--- src/rtl/instr_queue_if.sv ---
// Handshake bundle between the bus unit / decoder and the instruction byte queue.
// The master side drives fetch words and pops; the slave side is the queue itself.
interface instr_queue_if #(parameter int DEPTH = 8);
  logic                   iFlush;
  logic [15:0]            iFlushIP;
  logic                   iWrValid;
  logic [15:0]            iWrData;
  logic                   iWrOdd;
  logic                   oWrReady;
  logic [47:0]            oWin;
  logic [$clog2(DEPTH):0] oCount;
  logic                   iPop;
  logic [2:0]             iPopLen;
  logic                   oPopErr;
  logic [15:0]            oIP;

  modport master (
    output iFlush, iFlushIP, iWrValid, iWrData, iWrOdd, iPop, iPopLen,
    input  oWrReady, oWin, oCount, oPopErr, oIP
  );

  modport slave (
    input  iFlush, iFlushIP, iWrValid, iWrData, iWrOdd, iPop, iPopLen,
    output oWrReady, oWin, oCount, oPopErr, oIP
  );
endinterface

--- src/rtl/instr_queue.sv ---
// Prefetch byte queue: circular byte store fed by 16-bit fetch words, presenting a
// six-byte head window to the length decoder and retiring decoded lengths.
module instr_queue #(
  parameter int DEPTH = 8
) (
  input logic          iClk,
  input logic          iRst,
  instr_queue_if.slave q
);
  localparam int AW = $clog2(DEPTH);
  localparam int CW = AW + 1;

  logic [7:0]    store [DEPTH];
  logic [AW-1:0] rdPtr;
  logic [AW-1:0] wrPtr;
  logic [CW-1:0] count;
  logic [15:0]   ip;
  logic          popErr;

  logic          pushTake;
  logic          popLegal;
  logic          popBad;
  logic [CW-1:0] pushLen;
  logic [CW-1:0] popLen;

  always_comb begin
    pushLen  = q.iWrOdd ? CW'(1) : CW'(2);
    popLen   = CW'(q.iPopLen);
    pushTake = q.iWrValid && q.oWrReady;
    popLegal = q.iPop && (q.iPopLen != 3'd0) && (popLen <= count);
    popBad   = q.iPop && !popLegal;
  end

  always_ff @(posedge iClk or posedge iRst) begin
    if (iRst) begin
      rdPtr  <= '0;
      wrPtr  <= '0;
      count  <= '0;
      ip     <= 16'h0000;
      popErr <= 1'b0;
      for (int i = 0; i < DEPTH; i++) store[i] <= 8'h00;
    end else if (q.iFlush) begin
      // Flush wins over any concurrent push or pop and never reports a pop error.
      rdPtr  <= '0;
      wrPtr  <= '0;
      count  <= '0;
      ip     <= q.iFlushIP;
      popErr <= 1'b0;
    end else begin
      popErr <= popBad;
      if (pushTake) begin
        if (q.iWrOdd) begin
          store[wrPtr] <= q.iWrData[15:8];
        end else begin
          store[wrPtr]            <= q.iWrData[7:0];
          store[wrPtr + AW'(1)]   <= q.iWrData[15:8];
        end
        wrPtr <= wrPtr + AW'(pushLen);
      end
      if (popLegal) begin
        rdPtr <= rdPtr + AW'(q.iPopLen);
        ip    <= ip + 16'(q.iPopLen);
      end
      count <= count - (popLegal ? popLen : '0) + (pushTake ? pushLen : '0);
    end
  end

  // Window wraps through the store by plain pointer overflow.
  always_comb begin
    q.oWin = '0;
    for (int k = 0; k < 6; k++) q.oWin[k*8 +: 8] = store[rdPtr + AW'(k)];
  end

  assign q.oWrReady = (count <= CW'(DEPTH - 2));
  assign q.oCount   = count;
  assign q.oIP      = ip;
  assign q.oPopErr  = popErr;
endmodule

--- src/flat_wrapper.sv ---
// flat-port wrapper written by rule: the top's interface ports become plain ports
module instr_queue_flat 
#(
  parameter int DEPTH = 8
)
  (iClk, iRst, q_iFlush, q_iFlushIP, q_iWrValid, q_iWrData, q_iWrOdd, q_iPop, q_iPopLen, q_oWrReady, q_oWin, q_oCount, q_oPopErr, q_oIP);
  instr_queue_if #(.DEPTH(DEPTH)) q_i ();
  input logic iClk;
  input logic iRst;
  input wire logic [$bits(q_i.iFlush)-1:0] q_iFlush;
  input wire logic [$bits(q_i.iFlushIP)-1:0] q_iFlushIP;
  input wire logic [$bits(q_i.iWrValid)-1:0] q_iWrValid;
  input wire logic [$bits(q_i.iWrData)-1:0] q_iWrData;
  input wire logic [$bits(q_i.iWrOdd)-1:0] q_iWrOdd;
  input wire logic [$bits(q_i.iPop)-1:0] q_iPop;
  input wire logic [$bits(q_i.iPopLen)-1:0] q_iPopLen;
  output wire logic [$bits(q_i.oWrReady)-1:0] q_oWrReady;
  output wire logic [$bits(q_i.oWin)-1:0] q_oWin;
  output wire logic [$bits(q_i.oCount)-1:0] q_oCount;
  output wire logic [$bits(q_i.oPopErr)-1:0] q_oPopErr;
  output wire logic [$bits(q_i.oIP)-1:0] q_oIP;
  assign q_i.iFlush = q_iFlush;
  assign q_i.iFlushIP = q_iFlushIP;
  assign q_i.iWrValid = q_iWrValid;
  assign q_i.iWrData = q_iWrData;
  assign q_i.iWrOdd = q_iWrOdd;
  assign q_i.iPop = q_iPop;
  assign q_i.iPopLen = q_iPopLen;
  assign q_oWrReady = q_i.oWrReady;
  assign q_oWin = q_i.oWin;
  assign q_oCount = q_i.oCount;
  assign q_oPopErr = q_i.oPopErr;
  assign q_oIP = q_i.oIP;
  instr_queue #(.DEPTH(DEPTH)) u_core (.iClk(iClk), .iRst(iRst), .q(q_i));
endmodule
--- config.mk ---
export PLATFORM = sky130hd
export DESIGN_NAME = instr_queue_flat
export DESIGN_NICKNAME = d
export VERILOG_FILES = /design/src/rtl/instr_queue_if.sv /design/src/rtl/instr_queue.sv /design/src/flat_wrapper.sv
export SDC_FILE = /design/constraint.sdc
export NUM_CORES = 1
export LEC_CHECK = 0
export CORE_MARGIN = 3
export CORE_UTILIZATION = 50
export DETAILED_ROUTE_END_ITERATION = 12
export PLACE_DENSITY = 0.78
export RECOVER_POWER = 50
export SYNTH_ARGS = -nofsm -noshare
export SYNTH_HDL_FRONTEND = slang
export SYNTH_SLANG_ARGS = --single-unit
export TNS_END_PERCENT = 30
--- constraint.sdc ---
create_clock -name iClk -period 3.75 [get_ports iClk]
set_input_delay 0.375 -clock iClk [delete_from_list [all_inputs] [get_ports iClk]]
set_output_delay 0.375 -clock iClk [all_outputs]
set_load 0.01 [all_outputs]
==> After elaboration in Yosys (flattened, before gate mapping) <==
Index checks and enable logic that the tools add are counted.
{ "classes": {"muxes": 37, "addsub": 11, "order_cmp": 12, "reduce_logical": 11, "bitwise_logic": 9} }
{ "ops": {"columns": ["operator", "n"], "rows": [
  ["64-bit bitwise mux", 3],
  ["8-bit binary-select mux with 3-bit select", 6],
  ["8-bit 2-to-1 mux", 14],
  ["64-bit 2-to-1 mux", 1],
  ["8-bit demux with 3-bit select", 2],
  ["4-bit greater-or-equal comparator (second input constant)", 8],
  ["16-bit 2-to-1 mux", 2],
  ["3-bit NOT with 4-bit output", 8],
  ["16-bit by 3-bit adder with 16-bit output", 1],
  ["3-bit 2-to-1 mux", 5],
  ["4-bit by 1-bit less-than comparator with 1-bit output (second input constant)", 2],
  ["4-bit 2-to-1 mux", 2],
  ["3-bit by 1-bit adder with 3-bit output (second input constant)", 2],
  ["3-bit by 2-bit adder with 3-bit output (second input constant)", 2],
  ["3-bit adder", 2],
  ["3-bit adder (second input constant)", 2],
  ["1-bit logical AND", 6],
  ["4-bit adder", 1],
  ["3-bit by 4-bit <= comparator with 1-bit output", 1],
  ["4-bit by 3-bit <= comparator with 1-bit output (second input constant)", 1],
  ["2-bit nonzero test", 2],
  ["4-bit subtractor", 1],
  ["3-bit nonzero test", 1],
  ["2-bit 2-to-1 mux", 1],
  ["4 further kinds", 4]
]} }
{ "word_totals": {"register_bits": 91} }

==> Logic depth before layout (Yosys ltp) <==
{ "logic_depth": {"depth_word": 8, "ltp_mapped": 13, "ltp_nobuf": 13} }

==> Least setup slack after synthesis <==
No wires, ideal clock.
{ "synth_path": {"kind": "flip-flop to flip-flop", "start": "register u_core.count[1], in the netlist u_core.q.oCount[1]", "end": "register u_core.count[3], in the netlist u_core.q.oCount[3]", "path_buffers": 0, "arrival_time_ps": 2845, "synth_period_minus_slack_ps": 2977, "setup_ps": 132, "setup_slack_ps": 773, "required_ps": 3618, "stages_incl_launch_ff": 14, "path_cell_list": "dfrtp_1 -> inv_1 -> ha_1 -> nand2b_1 -> a32o_2 -> o21ai_1 -> nor2_1 -> fa_1 -> inv_1 -> ha_1 -> a21o_1 -> a21oi_1 -> xnor2_1 -> nor2_1"} }
{ "synth_between": {"elab_chain_cells": 6} }
{ "synth_rtl": {"columns": ["element", "line_no", "source"], "rows": [
  ["from (decl)", "instr_queue.sv:16", "logic [CW-1:0] count;"],
  ["from (signal assigned)", "instr_queue.sv:64", "count <= count - (popLegal ? popLen : '0) + (pushTake ? pushLen : '0);"],
  ["3-bit by 4-bit <= comparator with 1-bit output", "instr_queue.sv:30", "popLegal = q.iPop && (q.iPopLen != 3'd0) && (popLen <= count);"],
  ["1-bit logical AND", "instr_queue.sv:30", null],
  ["3-bit 2-to-1 mux", "instr_queue.sv:64", null],
  ["4-bit subtractor", "instr_queue.sv:64", null],
  ["4-bit adder *", "instr_queue.sv:64", null],
  ["4-bit 2-to-1 mux *", "instr_queue.sv:42", "end else if (q.iFlush) begin"]
]} }
Mark *: on every way between the ends. The rest lies on a longest branch, timed or not.
A chain may end at the register's enable or synchronous reset.

==> Worst setup path after layout <==
{ "layout_path": {"start": "register u_core.rdPtr[1]", "end": "output q_oWin[12]"} }
{ "layout_between": {"elab_chain_cells": 5} }
{ "layout_rtl": {"columns": ["element", "line_no", "source"], "rows": [
  ["from (decl)", "instr_queue.sv:14", "logic [AW-1:0] rdPtr;"],
  ["from (signal assigned)", "instr_queue.sv:61", "rdPtr <= rdPtr + AW'(q.iPopLen);"],
  ["3-bit by 1-bit adder with 3-bit output", "instr_queue.sv:71", "for (int k = 0; k < 6; k++) q.oWin[k*8 +: 8] = store[rdPtr + AW'(k)];"],
  ["3-bit NOT with 4-bit output (not written as such)", "instr_queue.sv:71", null],
  ["8-bit binary-select mux with 3-bit select", "instr_queue.sv:71", null],
  ["8-bit 2-to-1 mux (not written as such) (2 in a row)", "instr_queue.sv:71", null],
  ["to (decl)", "flat_wrapper.sv:18", "output wire logic [$bits(q_i.oWin)-1:0] q_oWin;"]
]} }
Every way passes these cells. The select of a mux whose other input is x is not followed.

==> results.toml <==
[power_and_ir_drop]
leakage_nw = 3.238
peakVddDrop_v = 0.0003540
power_density_nw_per_um2 = 704.1

[logic_synthesis]
synth_fp_nets = 717
syn_avg_cell_area_um2 = 10.98
postSynth.asyncResetShare_pct = 100.0
yosysMostFrequentCell = "dfrtp_1"
synth_seq_area_share_pct = 31.67
yosys_register_bits = 91
synth_top_area_share_pct = 31.67
synth_warnings = 0
netlist_top_cells_count = "dfrtp_1, nand2_1, a22oi_1"
ys.flop_type = "dfrtp_1"
synth-edff-count = 0
yosysTopAreaCell = "dfrtp_1"
synth_area_um2 = 7191
synth_cell_types = 56
synth_area_leaders = "dfrtp_1, mux4_2, o2bb2ai_1"
netlist_instances = 655

[place]
gp_congestion = 0.8914
numPortBuffers = 110
hpwl_um = 15520
place_ws_ns = 0.2824

[layout]
fillers = 1123
syn_to_final_growth_pct = 20.71
drive_above_1_share_pct = 20.05
nets = 805
antenna_cells = 0
multi_input_area_um2 = 4601
final-seq-area_um2 = 2278

[clock_network]
cts_setup_buffers = 0
ctsHoldBuffers = 0
cts-root-buf = "clkbuf_16"
cts.clk_slew.worst_paths_ns = 0.07
cts_resized = 0
worst_skew_pair.late_latency_ns = 0.34
h-tree-depth = 3
cts_made_buffers = 9
cts.sink_count = 91
cts_tree = "yes"
cts.path.max_buffers = 2

[floorplanning]
start_util_pct = 51.40
core_area_um2 = 13990
fp-row-count = 43
fp.dieH_um = 125.9
die_w_um = 125.9
ios = 111
dieArea_um2 = 15860

[global_routing]
antenna_found_initial = 0
first_global_vias = 6177
grt-ovfl-total = 0
grt_use_total_pct = 27.09
grt_max_degree = 59
grt_pass1_wl_um = 34580

[route]
dr.pass1.iters = 7
via_per_inst = 6.745
totalWireLength_um = 21480
ant_nets = 0
drc = 0
vias = 6259
drt-initial-drc-count = 919
drt-wirelength-per-cell_um = 23.14

[hold_path]
min_path_cells = 2
hold_class = "register to register"

[worst_setup_path]
worstPathArrival_ns = 3.01
required_ns = 3.38
worstSetupEndpointType = "primary output"
critPathKind = "register to primary output"
cp_max_fo = 29
start_kind = "register"
reg2reg_depth = 13

[sta]
timing.final.crit_share_pct = 90.37
setup-violations-final = 0
finalWorstPathRequiredPeriod_ns = 3.389
worst_pin_slew_ns = 2.595
hold_viol = 0
holdWs_ns = 0.5720
grt_setup_unrepaired = "no"
fin_ws_ns = 0.3613
slew_violations = 59
max_freq_mhz = 295.1
slew_headroom_pct = -73.94
setup_tns_ns = 0
skew_ns = 0.008847

[status]
violations = "max-capacitance violations, max-slew violations"
status = "finished, violations left"

[run]
maxCapViolCount = 1
## routing by layer
metal  part of all wire, %  wire (um)  GRT usage (%)  up-vias
met5                     0          0              0        -
met4                   1.4        308          6.246        0
met3                   9.4       2020          6.064       33
met2                    45       9712          39.19      362
met1                    44       9436          41.85     3116
li1                      -          -              -     2748
## kinds of logic (layout without fill, tap and decap cells)
kind of cell / after synthesis / after routing / share of synthesized area [%]
fa+ha+maj: 21 / 21 / 4.176
compound gates: 197 / 197 / 21.04
buf+inv: 67 / 160 / 4.315
simple gates: 156 / 156 / 11.00
flops: 91 / 91 / 31.67
xor+xnor: 19 / 19 / 2.680
mux: 104 / 104 / 25.13
## critical path: stages, from the launching register on
cell,delay (ns)
dfrtp_1,0.38
buf_4,0.25
ha_1,0.27
xnor2_1,0.95
nand2_1,0.16
nand2_1,0.12
clkdlybuf4s50_1,0.54
## report_power, final
group          internal (mW)  switching, mW  total [mW]
registers               1.28          0.487        1.76
clock network          0.524          0.401       0.925
logic                   1.92           1.50        3.42
## flip-flops by register name (all words and copies together) (netlist names)
signal,flops
u_core.q.oIP,16
u_core.wrPtr,3
u_core.q.oCount,4
u_core.q.oPopErr,1
u_core.store,64
u_core.rdPtr,3
## cells in the final DEF (no fill, tap or decap), types with 6 or more instances in the layout
cell type         n
nand2_1          90
dfrtp_1          90
clkdlybuf4s50_1  86
a22oi_1          67
o2bb2ai_1        64
mux4_2           58
mux2_2           32
dlygate4sd3_1    24
nor2_1           19
o21ai_0          19
ha_1             16
inv_1            15
mux2i_1          14
xnor2_1          13
buf_4            12
o21ai_2           9
clkbuf_16         9
a21oi_1           8
and3_1            7
a31oi_1           7
nand3_1           6
clkbuf_1          6
## layout make-up
cell class	instances	area share, %
Multi-Input combinational cell	497	53.01
Sequential cell	91	26.25
Timing Repair Buffer	127	13.94
Clock buffer	10	2.638
Tap cell	180	2.595
Clock inverter	6	0.8217
Inverter	17	0.7496
## per-stage QoR
step / cells / total power, mW / utilization [%] / area [um^2]
floorplan: 655 / 3.796 / - / 7191
finish: 928 / 6.111 / 62.05 / 8680
CTS: 928 / 6.125 / 62.24 / 8706
detailed placement: 912 / 5.189 / 60.09 / 8406
global placement: 912 / 5.023 / 60.09 / 8406
global route: 928 / 6.464 / 62.05 / 8680
## worst paths after layout
kind,start,endpoint,slack (ns)
worst min-delay path,u_core.q.oIP[15]$_DFFE_PP0P_,u_core.q.oIP[15]$_DFFE_PP0P_,0.57
worst max-delay path,u_core.rdPtr[1]$_DFFE_PP0P_,q_oWin[12],0.36
min in group asynchronous,iRst,u_core.store[20]$_DFFE_PP0P_,1.20
worst max register to register,u_core.q.oCount[1]$_DFF_PP0_,u_core.q.oCount[2]$_DFF_PP0_,0.71
worst min register to register,u_core.q.oIP[15]$_DFFE_PP0P_,u_core.q.oIP[15]$_DFFE_PP0P_,0.57
max in group asynchronous,iRst,u_core.store[17]$_DFFE_PP0P_,0.84
No activity file was read; power rests on OpenSTA's default activity.
